File: src/rtl/instr_encoder_if.sv
// Field-bundle input and encoded-word output channels of the instruction encoder.
interface instr_encoder_if;
   logic        in_valid;
   logic        in_ready;
   logic [1:0]  fmt;
   logic [6:0]  op;
   logic [5:0]  rs;
   logic [5:0]  rt;
   logic [5:0]  rd;
   logic [5:0]  shamt;
   logic [6:0]  func;
   logic [15:0] offset;
   logic [25:0] target;
   logic [31:0] out_word;
   logic        out_valid;
   logic        out_ready;

   modport master (
      output in_valid, fmt, op, rs, rt, rd, shamt, func, offset, target, out_ready,
      input  in_ready, out_word, out_valid
   );

   modport slave (
      input  in_valid, fmt, op, rs, rt, rd, shamt, func, offset, target, out_ready,
      output in_ready, out_word, out_valid
   );
endinterface

File: src/rtl/instr_encoder.sv
// Packs R/I/J field bundles into 32-bit instruction words, buffered in a 4-entry FIFO.
// Illegal bundles are consumed, dropped, and reported through err_pulse/err_cnt.
module instr_encoder (
   input  logic              clk,
   input  logic              rst,
   instr_encoder_if.slave    bus,
   output logic [2:0]        count,
   output logic              err_pulse,
   output logic [7:0]        err_cnt
);

   localparam int unsigned DEPTH  = 4;
   localparam int unsigned PTR_W  = 2;
   localparam int unsigned CNT_W  = 3;
   localparam int unsigned WORD_W = 32;

   logic [WORD_W-1:0] mem [DEPTH];
   logic [PTR_W-1:0]  wr_ptr;
   logic [PTR_W-1:0]  rd_ptr;
   logic [WORD_W-1:0] word;
   logic              illegal;
   logic              accept;
   logic              push;
   logic              pop;

   // Field legality and word packing per format
   always_comb begin
      illegal = 1'b0;
      word    = '0;
      case (bus.fmt)
         2'b00: begin
            illegal = bus.op[6] | bus.rs[5] | bus.rt[5] | bus.rd[5] |
                      bus.shamt[5] | bus.func[6];
            word    = {bus.op[5:0], bus.rs[4:0], bus.rt[4:0], bus.rd[4:0],
                       bus.shamt[4:0], bus.func[5:0]};
         end
         2'b01: begin
            illegal = bus.op[6] | bus.rs[5] | bus.rt[5];
            word    = {bus.op[5:0], bus.rs[4:0], bus.rt[4:0], bus.offset};
         end
         2'b10: begin
            illegal = bus.op[6];
            word    = {bus.op[5:0], bus.target};
         end
         default: begin
            illegal = 1'b1;
            word    = '0;
         end
      endcase
   end

   assign bus.in_ready  = (count < CNT_W'(DEPTH));
   assign bus.out_valid = (count != '0);
   assign bus.out_word  = mem[rd_ptr];

   assign accept = bus.in_valid & bus.in_ready;
   assign push   = accept & ~illegal;
   assign pop    = bus.out_valid & bus.out_ready;

   always_ff @(posedge clk) begin
      if (rst) begin
         count     <= '0;
         wr_ptr    <= '0;
         rd_ptr    <= '0;
         err_pulse <= 1'b0;
         err_cnt   <= '0;
         for (int i = 0; i < int'(DEPTH); i++) begin
            mem[i] <= '0;
         end
      end else begin
         if (push) begin
            mem[wr_ptr] <= word;
            wr_ptr      <= wr_ptr + 1'b1;
         end
         if (pop) begin
            rd_ptr <= rd_ptr + 1'b1;
         end
         case ({push, pop})
            2'b10:   count <= count + 1'b1;
            2'b01:   count <= count - 1'b1;
            default: count <= count;
         endcase
         err_pulse <= accept & illegal;
         // Saturate at all-ones so a stuck source cannot wrap the counter
         if (accept && illegal && (err_cnt != '1)) begin
            err_cnt <= err_cnt + 1'b1;
         end
      end
   end

endmodule

File: src/flat_wrapper.sv
// flat-port wrapper written by rule: the top's interface ports become plain ports
module instr_encoder_flat 
  (clk, rst, count, err_pulse, err_cnt, bus_in_valid, bus_fmt, bus_op, bus_rs, bus_rt, bus_rd, bus_shamt, bus_func, bus_offset, bus_target, bus_out_ready, bus_in_ready, bus_out_word, bus_out_valid);
  instr_encoder_if bus_i ();
  input  logic clk;
  input  logic rst;
  output logic [2:0] count;
  output logic err_pulse;
  output logic [7:0] err_cnt;
  input wire logic [$bits(bus_i.in_valid)-1:0] bus_in_valid;
  input wire logic [$bits(bus_i.fmt)-1:0] bus_fmt;
  input wire logic [$bits(bus_i.op)-1:0] bus_op;
  input wire logic [$bits(bus_i.rs)-1:0] bus_rs;
  input wire logic [$bits(bus_i.rt)-1:0] bus_rt;
  input wire logic [$bits(bus_i.rd)-1:0] bus_rd;
  input wire logic [$bits(bus_i.shamt)-1:0] bus_shamt;
  input wire logic [$bits(bus_i.func)-1:0] bus_func;
  input wire logic [$bits(bus_i.offset)-1:0] bus_offset;
  input wire logic [$bits(bus_i.target)-1:0] bus_target;
  input wire logic [$bits(bus_i.out_ready)-1:0] bus_out_ready;
  output wire logic [$bits(bus_i.in_ready)-1:0] bus_in_ready;
  output wire logic [$bits(bus_i.out_word)-1:0] bus_out_word;
  output wire logic [$bits(bus_i.out_valid)-1:0] bus_out_valid;
  assign bus_i.in_valid = bus_in_valid;
  assign bus_i.fmt = bus_fmt;
  assign bus_i.op = bus_op;
  assign bus_i.rs = bus_rs;
  assign bus_i.rt = bus_rt;
  assign bus_i.rd = bus_rd;
  assign bus_i.shamt = bus_shamt;
  assign bus_i.func = bus_func;
  assign bus_i.offset = bus_offset;
  assign bus_i.target = bus_target;
  assign bus_i.out_ready = bus_out_ready;
  assign bus_in_ready = bus_i.in_ready;
  assign bus_out_word = bus_i.out_word;
  assign bus_out_valid = bus_i.out_valid;
  instr_encoder u_core (.clk(clk), .rst(rst), .bus(bus_i), .count(count), .err_pulse(err_pulse), .err_cnt(err_cnt));
endmodule
File: config.mk
export PLATFORM = sky130hd
export DESIGN_NAME = instr_encoder_flat
export DESIGN_NICKNAME = d
export VERILOG_FILES = /design/src/rtl/instr_encoder_if.sv /design/src/rtl/instr_encoder.sv /design/src/flat_wrapper.sv
export SDC_FILE = /design/constraint.sdc
export NUM_CORES = 1
export LEC_CHECK = 0
export CORE_UTILIZATION = 52
export CTS_CLUSTER_SIZE = 30
export DETAILED_ROUTE_END_ITERATION = 12
export HOLD_SLACK_MARGIN = 0.05
export PLACE_DENSITY = 0.89
export SLEW_MARGIN = 20
export SYNTH_ARGS = -nofsm -noshare
export SYNTH_HDL_FRONTEND = slang
export SYNTH_SLANG_ARGS = --single-unit
export TNS_END_PERCENT = 100
File: constraint.sdc
create_clock -name clk -period 3.1 [get_ports clk]
set_clock_uncertainty 0.15 [all_clocks]
set_input_delay 0.465 -clock clk [delete_from_list [all_inputs] [get_ports clk]]
set_output_delay 0.465 -clock clk [all_outputs]
set_load 0.1 [all_outputs]
==> results of run 1 <==
==> cell usage in the layout, fill, tap and decap left out, types with 5 or more instances in the layout <==
cell             netlist  routed
a21oi_1               18      18
buf_12                 0      35
buf_4                  1      35
clkbuf_16              0      18
clkdlybuf4s50_1        0      85
dfxtp_1               18      17
edfxtp_1             128     128
inv_1                 22      22
inv_4                  0       5
mux2i_1               17      17
mux4_2                32      32
nand2_1               15      15
nand2b_1               7       6
nand3_1               24      23
nor2_1               114     114
nor2_2                11      11
nor2b_1               15      14
o21ai_0                8       8
o2bb2ai_1             13      13
or4_1                  5       5
==> through the flow <==
step           instances  power (W)  cell area (sq um)  util [%]  hold slack [ns]
6_report             835    0.00564               9100      72.4            0.386
5_1_grt              835    0.00580               9100      72.4            0.419
4_1_cts              835    0.00567               9100      72.4            0.387
3_5_place_dp         803    0.00382               8570      68.2            0.378
3_3_place_gp         803    0.00379               8570      68.2            0.351
2_1_floorplan        509    0.00326               6680         -            0.335
==> cell type report <==
cell class,count,area (sq um),area share [%]
sequential,146,4210,46.2
clock inverter,8,50.0,0.550
timing repair buffer,155,1810,19.9
clock buffer,24,485,5.33
tap,172,215,2.36
inverter,22,82.6,0.907
multi-input combinational,308,2250,24.7
==> worst register-to-register path, cell delays in order (launching register included) <==
cell	delay (ns)
dfxtp_1	0.46
ha_1	0.25
nand3_1	0.08
o21ai_0	0.82
nor4_1	0.14
mux2_2	0.32
==> layer usage <==
layer	up-vias	wire [um]	track usage, %
met5	-	0	0
met4	0	413	12.3
met3	37	1330	6.91
met2	282	8460	44.8
met1	2328	6010	30.9
li1	2147	-	-
==> flip-flops by register name, indices dropped and copies added (netlist names), named ones only <==
signal / count
u_core.err_cnt: 8
u_core.wr_ptr: 2
u_core.mem: 128
u_core.rd_ptr: 2
u_core.count: 3
u_core.err_pulse: 1
==> cells by family after synthesis <==
| kind of cell | count (synthesis) | synth area share, % |
|---|---|---|
| and+or+nand+nor | 202 | 13.7 |
| DFF | 146 | 63.0 |
| buffers and inverters | 55 | 3.52 |
| muxes | 52 | 13.8 |
| AOI/OAI and AO/OA | 47 | 4.78 |
| xor gates and xnor gates | 4 | 0.525 |
| adders and majority gates | 3 | 0.674 |
==> worst max path at each step <==
| stage | depth (start not counted) | to |
|---|---|---|
| floorplan | 4 | u_core.mem[1][0] |
| global placement | 10 | u_core.count[2] |
| detailed placement | 10 | u_core.count[2] |
| CTS | 10 | u_core.count[2] |
| global route | 10 | u_core.count[2] |
| finish | 10 | u_core.count[2] |
==> power groups by stage <==
stage               logic (W)  registers, W  clock network [W]
detailed placement    0.00153       0.00229                  0
global placement      0.00150       0.00228                  0
CTS                   0.00153       0.00225            0.00189
global route          0.00158       0.00226            0.00196
floorplan            0.000917       0.00234                  0
finish                0.00152       0.00225            0.00187
==> flow_summary.yaml, run 1 <==
synthesis:
  ys_seq_area_share_pct: 63.0
  synth_top_cells_by_area: "edfxtp_1 (58%), mux4_2 (11%), nor2_1 (6.4%), dfxtp_1 (5.4%), mux2i_1 (2.5%)"
  ys_warn_count: 0
  synthTopCellsByCount: "edfxtp_1 (128), nor2_1 (114), mux4_2 (32)"
  ys_ff_latch: 146
  syn_inst: 509
  syn_nets: 598
  syn_area_sq_mm: 0.00668
  synth_cell_types: 36
  yosys.area.top_type_share_pct: 57.6
  synth_edf_count: 128
  ys.flop_type: "edfxtp_1"
  yosys.area.top_type: "edfxtp_1"
  synth-async-reset-ratio_pct: 0
  post_synth.cell_area_avg_sq_um: 13.1
  synth_most_common_cell: "edfxtp_1"
critical_path:
  endpoint_kind: "flip-flop"
  crit_family: "simple AND/OR/NAND/NOR gates"
  worstSetupPathType: "input port to flip-flop"
  worst_ep_required_time_ns: 3.30
  timing.rr.start: "u_core.err_cnt[0]"
  r2r-end: "u_core.err_cnt[6]"
  critical-path-max-stage-delay_ns: 0.49
  cp_max_fo: 6
  crit_path_start: "bus_fmt[1]"
  worst_path_max_delay_cell: "clkdlybuf4s50_1"
  r2r_slack_ns: 0.77
  cp_cell_sequence: "clkdlybuf4s50_1 > or2_2 > o221a_2 > nand2_1 > ha_1 > inv_1 > fa_1 > xor2_1 > or3_1 > a21oi_1"
  rr_worst_depth: 5
  critPathArrivalTime_ns: 2.85
  path_buf_inv: 2
  startpoint_type: "input port"
cts:
  cts_buffer_depth: 2
  path_clk_slew_ns: 0.06
  cts_resized: 0
  cts_sinks: 146
  clk_latency_ns: 0.42
  htree_levels: 4
  cts_root_buffer: "clkbuf_16"
  cts_buffers: 17
  cts_tree: "done"
  holdBufCountCts: 0
  cts_setup_buffers: 0
power:
  pwr-share-seq_pct: 39.9
  comb_power_share_pct: 26.9
  ir_drop_mv: 0.476
  power_density_mw_per_mm2: 620
  leakage_nw: 3.38
  p_switching_w: 0.00175
  sw_frac_of_total_pct: 31.1
  internal-power_w: 0.00389
  clkPwrFrac_pct: 33.1
floorplanning:
  dieArea_sq_mm: 0.0133
  dieWidth_um: 115
  core_area_sq_mm: 0.0126
  num_rows: 41
  start_util_pct: 53.1
  io_pins: 132
  die_y_um: 115
global_routing:
  grt_pass1_vias: 4849
  grt_max_degree: 35
  grtUsageTotal_pct: 26.2
  gr-total-overflow: 0
  grt_pass1_wl_mm: 25.2
  antenna_found_initial: 0
sta:
  tightest_slew_ns: 1.05
  timing.final.crit_share_pct: 85.4
  maxSlewHeadroom_pct: 29.2
  final-hold-violation-count: 0
  fin_crit_ns: 2.65
  rsz0062_at_grt: "no"
  setup_violations: 0
  fmax_mhz: 378
  maxSlewViolCount: 0
  worst_slack_ns: 0.453
  tns_ns: 0
layout:
  insertedDiodeCount: 0
  area_growth_pct: 36.3
  fillerInstances: 760
  fin_nets: 739
  layout-drive-gt1-share_pct: 22.9
placement:
  dp_slack_ns: 0.0270
  gp_congestion: 0.843
  hpwl_mm: 10.7
  port_buffers: 131
routing:
  wl_per_cell_um: 19.4
  vias: 4794
  dr.pass1.iters: 6
  drc: 0
  totalWireLength_mm: 16.2
  ant_nets: 0
  viasPerCell: 5.74
  initialDrtViolationCount: 442
hold_path:
  hp-start: "u_core.err_cnt[3]"
  whs_path_depth: 2
  hold_path.class: "flip-flop to flip-flop"
  holdPathEnd: "u_core.err_cnt[3]"
status:
  status: "finished clean"
run:
  maxCapViolations: 0
No activity file was read; power rests on OpenSTA's default activity.
==> inputs of run 2 (changes only) <==
Settings changed: CORE_UTILIZATION 52 to 47, PLACE_DENSITY 0.89 to 0.86, SKIP_LAST_GASP set to 1.
Clock period 3.1 ns to 2.1 ns, I/O delays scaled along.
==> run 2 against run 1 <==
The run now ends with setup timing left. Design area up 6.7%. Register-to-register slack worse by 0.64 ns. Worst setup slack worse by 0.63 ns. Flip-flop and latch count unchanged. Clock power up 53%. Sequential share of layout area down 2.7 points. Combinational power up 65%. Die area up 10%. Cell count up 5.5%. Global-route usage down 0.26 points. Clock-buffer cell count down 7. Non-clock buffer count up 38. Largest cell class unchanged.
==> flow_summary.yaml, run 2 (same netlist as run 1, synthesis figures left out) <==
status:
  status: "complete, but fails checks"
  violations: "setup timing"
placement:
  gp_congestion: 0.785
  port_buffers: 131
  hpwl_mm: 11.4
  dp_cells: 836
  dp_slack_ns: -0.665
floorplanning:
  num_rows: 43
  die_y_um: 121
  start_util_pct: 48.1
  dieArea_sq_mm: 0.0147
  core_area_sq_mm: 0.0139
  dieWidth_um: 121
  io_pins: 132
critical_path:
  r2r_slack_ns: 0.13
  cp_max_fo: 8
  endpoint_kind: "output pin"
  cp_cell_sequence: "buf_12 > buf_16 > mux4_2 > buf_12"
  startpoint_type: "flip-flop"
  critPathArrivalTime_ns: 1.82
  crit_top_cell: "buf_12"
  critical-path-max-stage-delay_ns: 0.55
  worst_path_max_delay_cell: "mux4_2"
  worst_ep_required_time_ns: 1.63
  worstSetupPathType: "flip-flop to output pin"
power:
  ir_drop_mv: 0.653
  clkPwrFrac_pct: 32.9
  internal-power_w: 0.00587
  power_density_mw_per_mm2: 896
  comb_power_share_pct: 28.8
  power_w: 0.00870
  leakage_nw: 3.69
  p_switching_w: 0.00284
  pwr-share-seq_pct: 38.3
  sw_frac_of_total_pct: 32.6
routing:
  dr.pass1.iters: 5
  ant_nets: 0
  viasPerCell: 5.72
  drc: 0
  initialDrtViolationCount: 525
  totalWireLength_mm: 18.2
  wl_per_cell_um: 20.7
  vias: 5043
sta:
  final-hold-violation-count: 0
  timing.final.crit_share_pct: 109
  worst_slack_ns: -0.181
  fin_crit_ns: 2.28
  tightest_slew_ns: 0.664
  setup_violations: 32
  rsz0062_at_grt: "yes"
  worst_hold_slack_ns: 0.357
  maxSlewHeadroom_pct: 55.6
  fmax_mhz: 438
  maxSlewViolCount: 0
layout:
  insertedDiodeCount: 0
  fin_nets: 777
  reg_top3: "u_core.mem: 128 flops, u_core.err_cnt: 8 flops, u_core.count: 3 flops"
  largest_reg_flops: 128
  final_cells: 881
  layout-drive-gt1-share_pct: 31.4
  area_growth_pct: 45.5
  regMostFlops: "u_core.mem"
  final_common_cell: "edfxtp_1"
  layout_common_cells: "edfxtp_1 (128), nor2_1 (114), clkdlybuf4s50_1 (77), buf_4 (58), buf_12 (43)"
cts:
  cts_sinks: 146
  htree_levels: 4
  cts_tree: "done"
  clk_latency_ns: 0.41
  path_clk_slew_ns: 0.06
  cts_root_buffer: "clkbuf_16"
  cts_buffers: 17
  cts_buffer_depth: 2
global_routing:
  grt_pass1_wl_mm: 27.8
  gr-total-overflow: 0
  antenna_found_initial: 0
  grtUsageTotal_pct: 25.9
  grt_max_degree: 33
  grt_pass1_vias: 5166
run:
  maxCapViolations: 0
hold_path:
  hold_path.class: "flip-flop to flip-flop"
==> run 2: changes by cell type in the layout (fill, tap and decap cells not counted), moves of 6 or more <==
cell / previous run / this run
buf_12: 35 / 43
buf_4: 35 / 58
clkdlybuf4s50_1: 85 / 77
dfxtp_1: 17 / 5
dfxtp_2: 1 / 9
dlygate4sd2_1: 0 / 6
==> run 2: worst paths after layout <==
check,startpoint,to,depth (start not counted)
hold / removal,u_core.err_cnt[4],u_core.err_cnt[4],2
hold reg to reg,u_core.err_cnt[4],u_core.err_cnt[4],2
setup reg to reg,u_core.count[2],u_core.mem[2][13],6
setup / recovery,flip-flop,bus_out_word[13],4
==> run 2: area by class of cell <==
type	instances	area, sq um
Sequential cell	146	4230
Multi-Input combinational cell	308	2330
Fill cell	842	4170
Clock inverter	15	141
Clock buffer	17	425
Inverter	22	82.6
Timing Repair Buffer	193	2280
Tap cell	180	225
==> run 2: through the flow <==
stage	cell area (sq um)	TNS, ns	utilization [%]
global placement	8920	-103.17	64.3
CTS	9710	-5.68	70.0
global route	9710	-6.99	70.0
detailed placement	8920	-137.23	64.3
floorplan	6770	-18.10	-
finish	9710	-4.66	70.0
==> run 2: critical path: cells and delay by family, from the launching register on <==
kind,cells,cell delay (ns)
mux,1,0.55
flops,1,0.38
buf+inv,3,0.46
==> run 2: power by group through the flow <==
stage / logic (W) / registers, W / clock network, W
after floorplan: 0.00138 / 0.00346 / 0
after global placement: 0.00234 / 0.00337 / 0
after detailed placement: 0.00237 / 0.00339 / 0
after CTS: 0.00255 / 0.00333 / 0.00286
after global routing: 0.00260 / 0.00334 / 0.00300
final: 0.00251 / 0.00333 / 0.00286
==> run 2: metal layers <==
metal  vias to the layer above  global-route usage [%]  share of wire, %  wire (um)
li1                       2227                       -                 -          -
met3                        47                    4.18               6.5       1180
met4                         0                    13.6               3.4        619
met1                      2477                    32.0                38       6950
met2                       292                    44.0                52       9460
met5                         -                       0                 0          0
==> run 2: repair_timing <==
action                                  4_1_cts  5_1_grt
hold buffers                                  0        0
gates cloned                                  4        2
gates resized for setup                      26        6
endpoints found under the setup margin      264       56
pin swaps                                     8        3
setup buffers                                 8        1
==> inputs of run 3 (changes only) <==
--- a/config.mk
+++ b/config.mk
@@ -7,3 +7,3 @@
 export LEC_CHECK = 0
-export CORE_UTILIZATION = 47
+export CORE_UTILIZATION = 45
 export CTS_CLUSTER_SIZE = 30
@@ -11,3 +11,3 @@
 export HOLD_SLACK_MARGIN = 0.05
-export PLACE_DENSITY = 0.86
+export PLACE_DENSITY = 0.83
 export SKIP_LAST_GASP = 1
--- a/constraint.sdc
+++ b/constraint.sdc
@@ -4,2 +4,2 @@
 set_output_delay 0.315 -clock clk [all_outputs]
-set_load 0.1 [all_outputs]
+set_load 0.05 [all_outputs]
==> run 3 against run 2 <==
The run still ends with setup timing left. Design area fell by 2.6%. Fmax rose by 0.31%. Non-clock buffer count fell by 3. Power fell by 6.4%. Die area rose by 4.4%. Register-to-register slack got worse by 0.10 ns. Worst setup slack improved by 0.0070 ns. Worst hold slack improved by 0.012 ns. Critical path depth fell by 1. Clock power rose by 3%. Cell count rose by 0.11%. Largest power group unchanged.
==> flow_summary.yaml, run 3 (same netlist as run 1, synthesis figures left out) <==
status:
  status: "complete, but fails checks"
  violations: "setup timing"
cts:
  cts_tree: "done"
  cts_root_buffer: "clkbuf_16"
  cts_buffers: 17
  htree_levels: 4
  holdBufCountCts: 0
  cts_sinks: 146
  cts_buffer_depth: 2
  clk_latency_ns: 0.43
  path_clk_slew_ns: 0.06
run:
  maxCapViolations: 0
power:
  power_density_mw_per_mm2: 861
  ir_drop_mv: 0.611
  leakage_nw: 3.63
global_routing:
  grt_max_degree: 33
  gr-total-overflow: 0
  grt_pass1_wl_mm: 26.7
  grt_pass1_vias: 5032
  antenna_found_initial: 0
  grtUsageTotal_pct: 24.5
routing:
  dr.pass1.iters: 7
  vias: 4924
  totalWireLength_mm: 18.3
  initialDrtViolationCount: 483
  ant_nets: 0
  viasPerCell: 5.58
  drc: 0
  wl_per_cell_um: 20.7
critical_path:
  cp_max_fo: 8
  critPathArrivalTime_ns: 1.81
  startpoint_type: "flip-flop"
  critical-path-max-stage-delay_ns: 0.56
  path_buf_inv: 2
  worst_ep_required_time_ns: 1.63
  worst_path_max_delay_cell: "mux4_2"
  worstSetupPathType: "flip-flop to output pin"
  endpoint_kind: "output pin"
  timing.rr.start: "u_core.count[2]"
  cp_cell_sequence: "buf_16 > mux4_2 > buf_6"
  crit_family: "multiplexers"
sta:
  fmax_mhz: 440
  worst_hold_slack_ns: 0.369
  maxSlewHeadroom_pct: 54.9
  fin_crit_ns: 2.27
  final-hold-violation-count: 0
  worst_slack_ns: -0.174
  rsz0062_at_grt: "yes"
  setup_violations: 32
  timing.final.crit_share_pct: 108
  tightest_slew_ns: 0.675
  maxSlewViolCount: 0
layout:
  layout_common_cells: "edfxtp_1 (128), nor2_1 (114), clkdlybuf4s50_1 (78), buf_4 (51), mux4_2 (32)"
  area_growth_pct: 41.7
  layout-drive-gt1-share_pct: 27.9
  final_common_cell: "edfxtp_1"
  largest_reg_flops: 128
  regMostFlops: "u_core.mem"
  insertedDiodeCount: 0
  reg_top3: "u_core.mem: 128 flops, u_core.err_cnt: 8 flops, u_core.count: 3 flops"
  stdcell_area_sq_mm: 0.00946
  fin_nets: 774
hold_path:
  hold_path.class: "flip-flop to flip-flop"
  hp-start: "u_core.err_cnt[1]"
floorplanning:
  core_area_sq_mm: 0.0145
  io_pins: 132
  start_util_pct: 46.1
  dieWidth_um: 124
  die_y_um: 124
  num_rows: 44
  dieArea_sq_mm: 0.0153
placement:
  hpwl_mm: 11.6
  place_area_sq_mm: 0.00872
  port_buffers: 131
  gp_congestion: 0.819
  dp_slack_ns: -0.632
## run 3: through the flow
step           setup TNS (ns)  cells  total power [W]  utilization (%)
2_1_floorplan          -30.08    509          0.00437                -
3_3_place_gp           -87.25    848          0.00507             60.3
3_5_place_dp          -102.96    848          0.00511             60.3
4_1_cts                 -4.34    880          0.00809             64.9
5_1_grt                 -5.64    882          0.00839             65.4
6_report                -4.50    882          0.00814             65.4
## run 3: timing repair
action / in CTS / in global routing
resized for setup: 37 / 17
setup buffers: 0 / 1
cloned: 2 / 1
pin swaps: 7 / 1
setup endpoints to repair: 172 / 36
## run 3: per-layer routing
layer	track usage [%]	wire length, um	vias to the layer above
met5	0	0	-
met4	11.4	517	0
met3	6.00	1300	45
met2	42.5	9590	245
met1	28.7	6880	2419
li1	-	-	2215
## run 3: cell type report
cell class	instances	area, sq um
Fill cell	1002	5020
Sequential cell	146	4210
Multi-Input combinational cell	308	2330
Timing Repair Buffer	190	2040
Clock buffer	17	425
Tap cell	184	230
Clock inverter	15	149
Inverter	22	82.6
## run 3: final timing paths
| path | cells after the start | to | slack, ns |
|---|---|---|---|
| worst max-delay path | 3 | bus_out_word[31] | -0.17 |
| worst min-delay path | 2 | u_core.err_cnt[1] | 0.37 |
| worst max register to register | 7 | u_core.count[2] | 0.03 |
| worst min register to register | 2 | u_core.err_cnt[1] | 0.37 |
## run 3: power breakdown
| part | switching [W] | internal, W |
|---|---|---|
| clock | 0.00128 | 0.00166 |
| combinational | 0.000979 | 0.000871 |
| sequential | 0.0000750 | 0.00327 |
| total | 0.00234 | 0.00581 |
## run 3: worst register-to-register path, stage by stage (launching register included)
cell	delay, ns
dfxtp_1	0.40
o31a_1	0.26
ha_4	0.17
inv_2	0.04
fa_2	0.32
xor2_1	0.16
or3_4	0.38
a21oi_2	0.14
